$ cat config.mk
export PLATFORM = sky130hd
export DESIGN_NAME = apu_audio_decimator
export DESIGN_NICKNAME = d
export VERILOG_FILES = /design/src/rtl/apu_audio_decimator.sv
export SDC_FILE = /design/constraint.sdc
export NUM_CORES = 1
export LEC_CHECK = 0
export CAP_MARGIN = 20
export CORE_ASPECT_RATIO = 0.5
export CORE_UTILIZATION = 45
export DETAILED_ROUTE_END_ITERATION = 10
export SLEW_MARGIN = 10
export SYNTH_ARGS = -nofsm -noshare
export SYNTH_HDL_FRONTEND = slang
export SYNTH_SLANG_ARGS = --single-unit
$ cat constraint.sdc
create_clock -name clk -period 6.85 [get_ports clk]
set_input_delay 1.37 -clock clk [delete_from_list [all_inputs] [get_ports clk]]
set_output_delay 1.37 -clock clk [all_outputs]
set_load 0.02 [all_outputs]
$ cat src/rtl/apu_audio_decimator.sv
// apu_audio_decimator
//   Converts the APU mixer's unsigned 16-bit samples into signed 16-bit PCM at
//   the DAC frame rate. A 2^LOG2_TAPS-tap boxcar (running sum over a circular
//   buffer) low-passes the input. Its mean is registered once per DAC frame, on
//   the rising edge of dac_lrck, so the serializer never sees a word change
//   mid-shift.
//
//   Optional feature: define AUDIO_DC_BLOCK_EN to add a one-pole DC-blocking
//   high-pass (pole set by DC_SHIFT) after the boxcar.
//
// Ports
//   clk          system clock (dac_lrck is generated in this domain)
//   rst          synchronous reset, active-high
//   apu_sample   unsigned mixer sample, 16'h8000 = silence
//   apu_valid    1-cycle strobe qualifying apu_sample
//   mute         forces a zero output word at the next frame update
//   dac_lrck     LR clock from the DAC serializer
//   audio        signed PCM word, stable between frame updates
//   sample_tick  1-cycle pulse in the cycle audio takes a new value
module apu_audio_decimator #(
  parameter int LOG2_TAPS = 5,
  parameter int DC_SHIFT  = 8
) (
  input  logic        clk,
  input  logic        rst,
  input  logic [15:0] apu_sample,
  input  logic        apu_valid,
  input  logic        mute,
  input  logic        dac_lrck,
  output logic [15:0] audio,
  output logic        sample_tick
);

  localparam int TAPS = 1 << LOG2_TAPS;
  localparam int SW   = 16 + LOG2_TAPS;

  if (LOG2_TAPS < 2 || LOG2_TAPS > 6 || DC_SHIFT < 1 || DC_SHIFT > 17) begin : g_param_chk
    $error("apu_audio_decimator: parameter out of range");
  end

  logic [15:0]          sbuf [TAPS];
  logic [LOG2_TAPS-1:0] wr_ptr;
  logic [SW-1:0]        sum;
  logic                 lrck_q;
  logic                 frame_edge;
  logic [15:0]          mean;
  logic signed [15:0]   x;

  assign frame_edge = dac_lrck & ~lrck_q;
  assign mean       = sum[SW-1:LOG2_TAPS];
  // Subtracting midscale from a 16-bit unsigned value is just an MSB flip.
  assign x          = signed'(mean ^ 16'h8000);

  // Boxcar: replace the oldest sample in the window with the new one.
  always_ff @(posedge clk) begin
    if (rst) begin
      for (int i = 0; i < TAPS; i++) sbuf[i] <= 16'h8000;
      sum    <= SW'(TAPS) << 15;
      wr_ptr <= '0;
    end else if (apu_valid) begin
      sum          <= sum - SW'(sbuf[wr_ptr]) + SW'(apu_sample);
      sbuf[wr_ptr] <= apu_sample;
      wr_ptr       <= wr_ptr + 1'b1;
    end
  end

`ifdef AUDIO_DC_BLOCK_EN
  logic signed [15:0] x_prev;
  logic signed [17:0] y_prev;
  logic signed [19:0] y_full;
  logic signed [17:0] y;
  logic signed [15:0] y_sat;

  always_comb begin
    y_full = 20'(x) - 20'(x_prev) + 20'(y_prev) - 20'(y_prev >>> DC_SHIFT);
    y      = y_full[17:0];
    if (y > 18'sd32767)       y_sat = 16'sh7FFF;
    else if (y < -18'sd32768) y_sat = 16'sh8000;
    else                      y_sat = y[15:0];
  end

  always_ff @(posedge clk) begin
    if (rst) begin
      lrck_q      <= 1'b0;
      audio       <= '0;
      sample_tick <= 1'b0;
      x_prev      <= '0;
      y_prev      <= '0;
    end else begin
      lrck_q      <= dac_lrck;
      sample_tick <= frame_edge;
      if (frame_edge) begin
        x_prev <= x;
        if (mute) begin
          audio  <= '0;
          y_prev <= '0;
        end else begin
          audio  <= y_sat;
          y_prev <= y;
        end
      end
    end
  end
`else
  // Frame update: the sum sampled here is the pre-update value, so a strobe
  // coincident with the edge lands in the next frame.
  always_ff @(posedge clk) begin
    if (rst) begin
      lrck_q      <= 1'b0;
      audio       <= '0;
      sample_tick <= 1'b0;
    end else begin
      lrck_q      <= dac_lrck;
      sample_tick <= frame_edge;
      if (frame_edge) audio <= mute ? 16'h0000 : x;
    end
  end
`endif

endmodule

Word-level counts from Yosys, hierarchy flattened

Memories as Yosys holds them, arrays and structs flattened. A register that Yosys moved wholly into a read port is not among the register bits.
Cells that the tools add are included.

Reductions and logical operators: 1
Bitwise operators: 3
Multiplexer cells: 11
Add/sub/neg operators: 3

Operators with widths:

| operator            | count |
|---|---|
| $mux 16             | 2 |
| $add 21x16->21      | 1 |
| $sub 21x16->21      | 1 |
| $reduce_or 16->1    | 1 |
| $mux 5              | 3 |
| $mux 1              | 6 |
| $add 5x1->5 const B | 1 |
| $not 1->1           | 2 |
| $and 1x1->1         | 1 |

Memories kept: 1
Bits of input ports: 21
Output and inout port bits: 17
Word-level logic and storage cells: 24
RAM bits: 512
Register bits after elaboration: 44

Memories:

| memory | words | width | read ports | clocked after Yosys merged registers in | write ports | line | text |
|---|---|---|---|---|---|---|---|
| sbuf   | 32    | 16    | 1          | 1                                       | 32          | 41   | `logic [15:0] sbuf [TAPS];` |

Logic depth before layout (Yosys ltp)

Gate-level depths: netlist of run 1.

Word-level depth: 5
Depth in mapped cells: 16
Mapped depth without buffers: 14

Least setup slack after synthesis of run 1

OpenSTA, ideal clock, no wires.

Path type: reg-to-reg
Start: reg (tool-made name)
End: reg sum[11]
Arrival time: 4.126 ns
Required time: 6.744 ns
Stages on the path, launching flop included: 16
Buffers on the path: 2
Setup slack: 2.618 ns
Clock period less this slack: 4.232 ns
Setup time: 0.106 ns
Cell sequence: dfxtp_1 -> buf_2 -> buf_2 -> mux4_2 -> mux4_2 -> mux2_2 -> fa_1 -> inv_1 -> ha_1 -> a21oi_1 -> nor2b_1 -> a311o_1 -> a22oi_1 -> nand2_1 -> or3_1 -> o311ai_0

RTL lines:

| element                | line | text |
|---|---|---|
| end signal: assignment | 58   | `sum <= SW'(TAPS) << 15;` |
| end signal: assignment | 61   | `sum <= sum - SW'(sbuf[wr_ptr]) + SW'(apu_sample);` |
| end: declaration       | 43   | `logic [SW-1:0] sum;` |

==> metrics.txt, run 1 <==
r2r setup slk 1.65 ns; final WL 69510 um; WP buf/inv 2; Row Count 61; P_int 6036 uW; element type at the critical path start flop; Max IR drop VDD approximately 0.21 mV; skew final 0.03354 ns; Min Hold Slack ~0.47 ns; worst slew pin tran roughly 1.1 ns; initial DRC count 1526; WP data required about 7.4 ns; Post-synth top cells 512 x edfxtp_1, 324 x nor3_1, 165 x and2_1; register area share after synthesis 0.6266; Max transition margin 0.2661; Flop pwr share 0.479; routability cong. between 0.8 and 0.9; worst reg2reg path depth 15; antenna fix cells 0; Async SR Flop Fraction 0; GRT Total Usage 0.2414; CTS sink count approximately 560; GRT overflow 0; final hold vios 0; number of global-route vias before repair about 16000; PwrDens roughly 290 nW/um^2; average size of a mapped cell 14.41 um^2; Die Ht 172.3 um; die area between 50000 and 60000 um^2; top-count cell post-synth edfxtp_1; Post-Syn Instances about 1800; post-synth top area cell edfxtp_1; fin. max-slew vios 0; Hold Startpoint sum[11]; # resized after CTS 0; clock power share 0.337; detailed placer's ending HPWL around 40000 um; CP max stage cell dfxtp_4; number of H-tree branching levels 2; post-route ant nets 0; combinational share of power 0.184; Min-Delay Path Class flop to flop; Layout Cells excl Fill 2585; f_max roughly 190 MHz; delay-heaviest family, CP multiplexers; Final Setup Violations 0; DR pass1 iterations 8; initial antenna violation count 2; die width approximately 340 um; synthesis-stage register bit count 561; P_sw ~2300 uW; nets between 1500 and 2000; Worst path max stage delay between 0.7 and 0.8 ns; failing checks design-rule violations; Core ar. approximately 56000 um^2; area delta synth->final 10.67%; top-area cell type share of the netlist area 0.5890; Crit. End Element flop; dpl cells around 2500; Vias roughly 16000; first-pass GRT wire length around 100000 um; Skew-Pair Late Insertion Delay about 0.6 ns; Hold Path End audio[6]; clk buf depth 3; P_leak 0.009555 uW; setup tns final 0 ns; initial core utilization 0.4628; number of synthesized flops with an enable pin around 510; max-cap viol count 0; hold depth 1; status finished, violations left; R2R Path End sum[20]; CTS Hold Bufs 0; Top Ports 38; TritonCTS buffer count around 50; Wirelength per Cell ~27 um; largest cells by area after synthesis edfxtp_1 59%, mux4_2 14%, nor3_1 6.2%; Util after Layout 0.5121; syn nets approximately 1900; RSZ-0062 raised after global routing no; root buf cell clkbuf_16; Cell Chain, Critical Path buf_12 -> mux4_2 -> mux4_2 -> mux2_2 -> ha_1 -> inv_1 -> ha_1 -> fa_1 -> a21oi_1 -> nor2_1 -> o21ai_0 -> o211ai_1 -> o221a_2 -> a31oi_1 -> mux2i_1; switch share 0.2740; Final Cycle Share 0.7590; worst setup path class flop to flop; Yosys Warn Count 0; largest net degree at the start of global routing 54; IO Port Bufs 37; DRC 6; layout cell share with drive strength beyond 1 0.1946; Yosys cell types 52; Main synth FF type edfxtp_1; vias per cell 6.043; Synth Cell Area between 20000 and 30000 um^2; CP max FO 53; CTS tree yes; fin crit period about 5.2 ns; CTS clk-pin slew, worst paths ~0.07 ns; post-CTS setup buffers 0; crit path DAT around 5.7 ns
==> per-layer routing <==
metal	vias up	global-route usage	share of wire
met1	8113	0.3424	0.44
met4	0	0.04833	0.016
met5	-	0	0
met3	77	0.06453	0.095
met2	619	0.3756	0.45
li1	6812	-	-
==> power by group through the flow <==
stage                     clock network (uW)  registers (uW)  logic, uW
after floorplan                            0            4010       1110
after global placement                     0            4050       1510
after detailed placement                   0            4060       1520
after CTS                               2820            3980       1520
after global routing                    2950            4000       1680
final                                   2810            3980       1530
==> layout make-up <==
class	count	area, um^2
Sequential cell	561	16370
Clock buffer	65	1329
Timing Repair Buffer	104	905.9
Fill cell	4682	27520
Inverter	56	210.2
Multi-Input combinational cell	1016	8884
Clock inverter	27	245.2
Tap cell	756	945.9
==> cells in the final DEF, fill, tap and decap left out, types with 6 or more instances in the layout <==
master             n
a21oi_1           20
a22o_1            15
and2_1           165
buf_4             64
clkbuf_1          14
clkbuf_16         51
clkdlybuf4s50_1   36
clkinv_1          10
clkinv_2          10
dfxtp_1           45
edfxtp_1         512
fa_1              16
ha_1              25
inv_1             56
mux2_2            13
mux2i_1           15
mux4_2           160
nand2_1           57
nand2b_1           6
nand3_1            8
nor2_1            60
nor2b_1            9
nor3_1           324
o21ai_0           13
or2_2             33
xnor2_1            6
xor2_1             9
==> worst max path at each step <==
stage / start / end / slack [ns] / cells past startpoint
global route: flop / sum[11] / 1.25 / 14
detailed placement: flop / sum[11] / 1.69 / 14
global placement: flop / sum[11] / 1.68 / 14
floorplan: flop / sum[11] / 2.62 / 15
finish: flop / sum[20] / 1.65 / 15
CTS: flop / sum[11] / 1.65 / 14
==> stage by stage <==
| step | power (uW) | area, um^2 | setup slack (ns) |
|---|---|---|---|
| after CTS | 8329 | 28880 | 1.653 |
| final | 8314 | 28890 | 1.651 |
| after floorplan | 5119 | 26100 | 2.618 |
| after detailed placement | 5572 | 27300 | 1.691 |
| after global placement | 5566 | 27300 | 1.678 |
| after global routing | 8624 | 28890 | 1.248 |
==> cells by family (layout without fill, tap and decap cells) <==
family / count (synthesis) / count (layout) / synth area share
buf+inv: 234 / 252 / 0.03432
fa+ha+maj: 41 / 41 / 0.02426
compound gates: 84 / 84 / 0.02210
xor+xnor: 15 / 15 / 0.005033
simple gates: 688 / 688 / 0.1382
mux: 188 / 188 / 0.1494
flops: 561 / 561 / 0.6266
==> worst register-to-register path: cells and delay by family, from the launching register on <==
family                   cells  cell delay (ns)
flip-flops                   1             0.72
buffers and inverters        2             0.54
AND/OR/NAND/NOR              1             0.12
AO/OA/AOI/OAI                5             1.23
multiplexers                 4             1.55
adder cells (fa/ha/maj)      3             0.96
==> registers in the layout, summed over array words and instances, names as in the netlist, named ones only <==
signal	count
audio	16
lrck_q	1
wr_ptr	5
sbuf	512
sample_tick	1
sum	21
Power figures use the tool's default switching activity.
==> run 2, diff against run 1 <==
Clock period 6.85 ns to 4.3 ns, I/O delays scaled along.
==> metrics.txt, run 2 (synthesis results as in run 1) <==
Crit. End Element flop; Hold Path End audio[6]; failing checks design-rule violations, negative setup slack; status finished, violations left; DR pass1 iterations 10 (+2); TritonCTS buffer count 51 (unchanged); CTS sink count 561 (unchanged); Top reg by flops sbuf; Wirelength per Cell 25.95 um (-3.5%); Core ar. 56400 um^2 (unchanged); Register Area 16370 um^2 (unchanged); largest registers sbuf (512), sum (21), audio (16); R2R Path End sum[16]; most frequent cells in the layout 512 x edfxtp_1, 324 x nor3_1, 163 x and2_1, 160 x mux4_2, 145 x buf_4; vias per cell 5.986 (-0.95%); final worst slack -0.06760 ns (-1.719 ns); Post-Place Setup Slack -0.2467 ns (-1.937 ns); CP max FO 8 (-85%); Final Cycle Share 1.016 (+0.2568); r2r setup slk -0.07 ns (-1.72 ns); fin. max-slew vios 0 (unchanged); detailed placer's ending HPWL 44950 um (+9.1%); final WL 70180 um (+0.96%); Row Count 61 (unchanged); clk buf depth 3 (unchanged); met2 Resource Use GR 0.3753 (about the same); element type at the critical path start flop; fin crit period 4.368 ns (-0.8312 ns); Skew-Pair Late Insertion Delay 0.60 ns (about the same); P_leak 0.01041 uW (+8.9%); Cell Chain, Critical Path buf_6 -> buf_12 -> buf_12 -> mux4_2 -> mux4_2 -> mux2_4 -> fa_1 -> inv_2 -> ha_4 -> and4_4 -> and2_4 -> nand2_4 -> o211ai_1 -> buf_4 -> xor2_1 -> nand2_1 -> o31ai_1; fillers 4489 (-4.1%); max reg flops 512 (unchanged); layer with the highest usage met2; first-pass GRT wire length 104800 um (+0.80%); root buf cell clkbuf_16; Worst path max stage delay 0.59 ns (-0.13 ns); CP max stage cell mux4_2; IO Port Bufs 37 (unchanged); commonest non-fill, non-tap cell in the layout edfxtp_1; skew final 0.02283 ns (-0.01071 ns); RSZ-0062 raised after global routing yes; crit path DAT 4.87 ns (-0.83 ns); f_max 229.0 MHz (+19%); GRT overflow 0 (unchanged); routability cong. 0.8486 (+1.9%); initial DRC count 1485 (-2.7%); die area 59030 um^2 (unchanged); die width 342.6 um (unchanged); WP buf/inv 5 (+3); CTS tree yes; final hold vios 0 (unchanged); Min-Delay Path Class flop to flop; layout cell share with drive strength beyond 1 0.2777 (+0.08308); met3 usage 0.03881 (-0.02573); CTS clk-pin slew, worst paths 0.07 ns (about the same); antenna fix cells 0 (unchanged); CTS Hold Bufs 0 (unchanged); Cell Area, Placed 27960 um^2 (+2.4%); M1 GR Usage 0.3582 (+0.01578); area delta synth->final 17.93%; Max transition margin 0.4494 (+0.1832); GRT Total Usage 0.2406 (-0.0008177); Vias 16185 (+3.6%); initial antenna violation count 2 (unchanged); DRC 6 (unchanged); largest net degree at the start of global routing 74 (+37%); Die Ht 172.3 um (unchanged); Top Ports 38 (unchanged); area taken by multi-input logic gates 9354 um^2 (+5.3%); delay-heaviest family, CP multiplexers; worst setup path class flop to flop; WP data required 4.80 ns (-2.56 ns); hold depth 1 (unchanged); nets 1968 (+6.3%); Hold Startpoint sum[11]; worst reg2reg path depth 17 (+2); Finished Cell Area 30780 um^2 (+6.6%); number of H-tree branching levels 2 (unchanged); initial core utilization 0.4628 (unchanged); Final Setup Violations 6 (+6); worst slew pin tran 0.8260 ns (-0.2734 ns); Util after Layout 0.5458 (+0.03363); number of global-route vias before repair 15788 (+1.4%); post-route ant nets 0 (unchanged); Max IR drop VDD 0.3519 mV (+69%); max-cap viol count 0 (unchanged); PwrDens 478.4 nW/um^2 (+66%)
==> run 2: cell count changes in the layout (fill, tap and decap cells not counted), moves of 8 or more <==
cell,previous run,this run
a21oi_1,20,7
a21oi_2,0,9
buf_12,3,20
buf_16,0,8
buf_4,64,145
buf_6,0,8
ha_1,25,11
ha_4,0,14
inv_1,56,48
inv_2,0,8
mux2_2,13,2
mux2_4,0,11
o21ai_0,13,4
==> run 2: per-stage QoR <==
step / hold WS, ns / setup TNS, ns / power (uW) / std cells
floorplan: 0.4424 / 0 / 8154 / 1811
global placement: 0.4564 / -1.457 / 9291 / 2560
detailed placement: 0.4525 / -1.880 / 9316 / 2560
CTS: 0.4609 / -0.2666 / 14460 / 2682
global route: 0.4838 / -1.692 / 15280 / 2704
finish: 0.4595 / -0.2650 / 14730 / 2704
==> run 2: worst max-delay path by stage <==
stage	start	to	slack (ns)	cells past startpoint
2_1_floorplan	flop	sum[11]	0.07	15
3_3_place_gp	flop	sum[20]	-0.17	15
3_5_place_dp	flop	sum[20]	-0.25	16
4_1_cts	flop	sum[15]	-0.07	15
5_1_grt	flop	sum[17]	-0.20	18
6_report	flop	sum[16]	-0.07	17
==> run 2: where the power goes <==
group          internal (uW)  switching [uW]  leakage [uW]
Combinational           1820            1850       0.00399
Clock                   2650            2090      0.000836
Sequential              6190             131       0.00558
==> run 2: timing repair <==
item	in CTS	in global routing
setup buffers	22	21
endpoints found under the setup margin	13	15
pin swaps	25	32
gates resized for setup	74	48
cloned	5	2
==> run 2: layout make-up <==
type / count / area share
Timing Repair Buffer: 220 / 0.07195
Tap cell: 756 / 0.03073
Clock inverter: 32 / 0.009999
Inverter: 56 / 0.006829
Multi-Input combinational cell: 1016 / 0.3039
Sequential cell: 561 / 0.5317
Clock buffer: 63 / 0.04496
==> run 2: metal layers <==
| metal | part of all wire | up-vias |
|---|---|---|
| met5 | 0 | - |
| met3 | 0.083 | 77 |
| li1 | - | 7052 |
| met2 | 0.46 | 659 |
| met1 | 0.44 | 8397 |
| met4 | 0.014 | 0 |
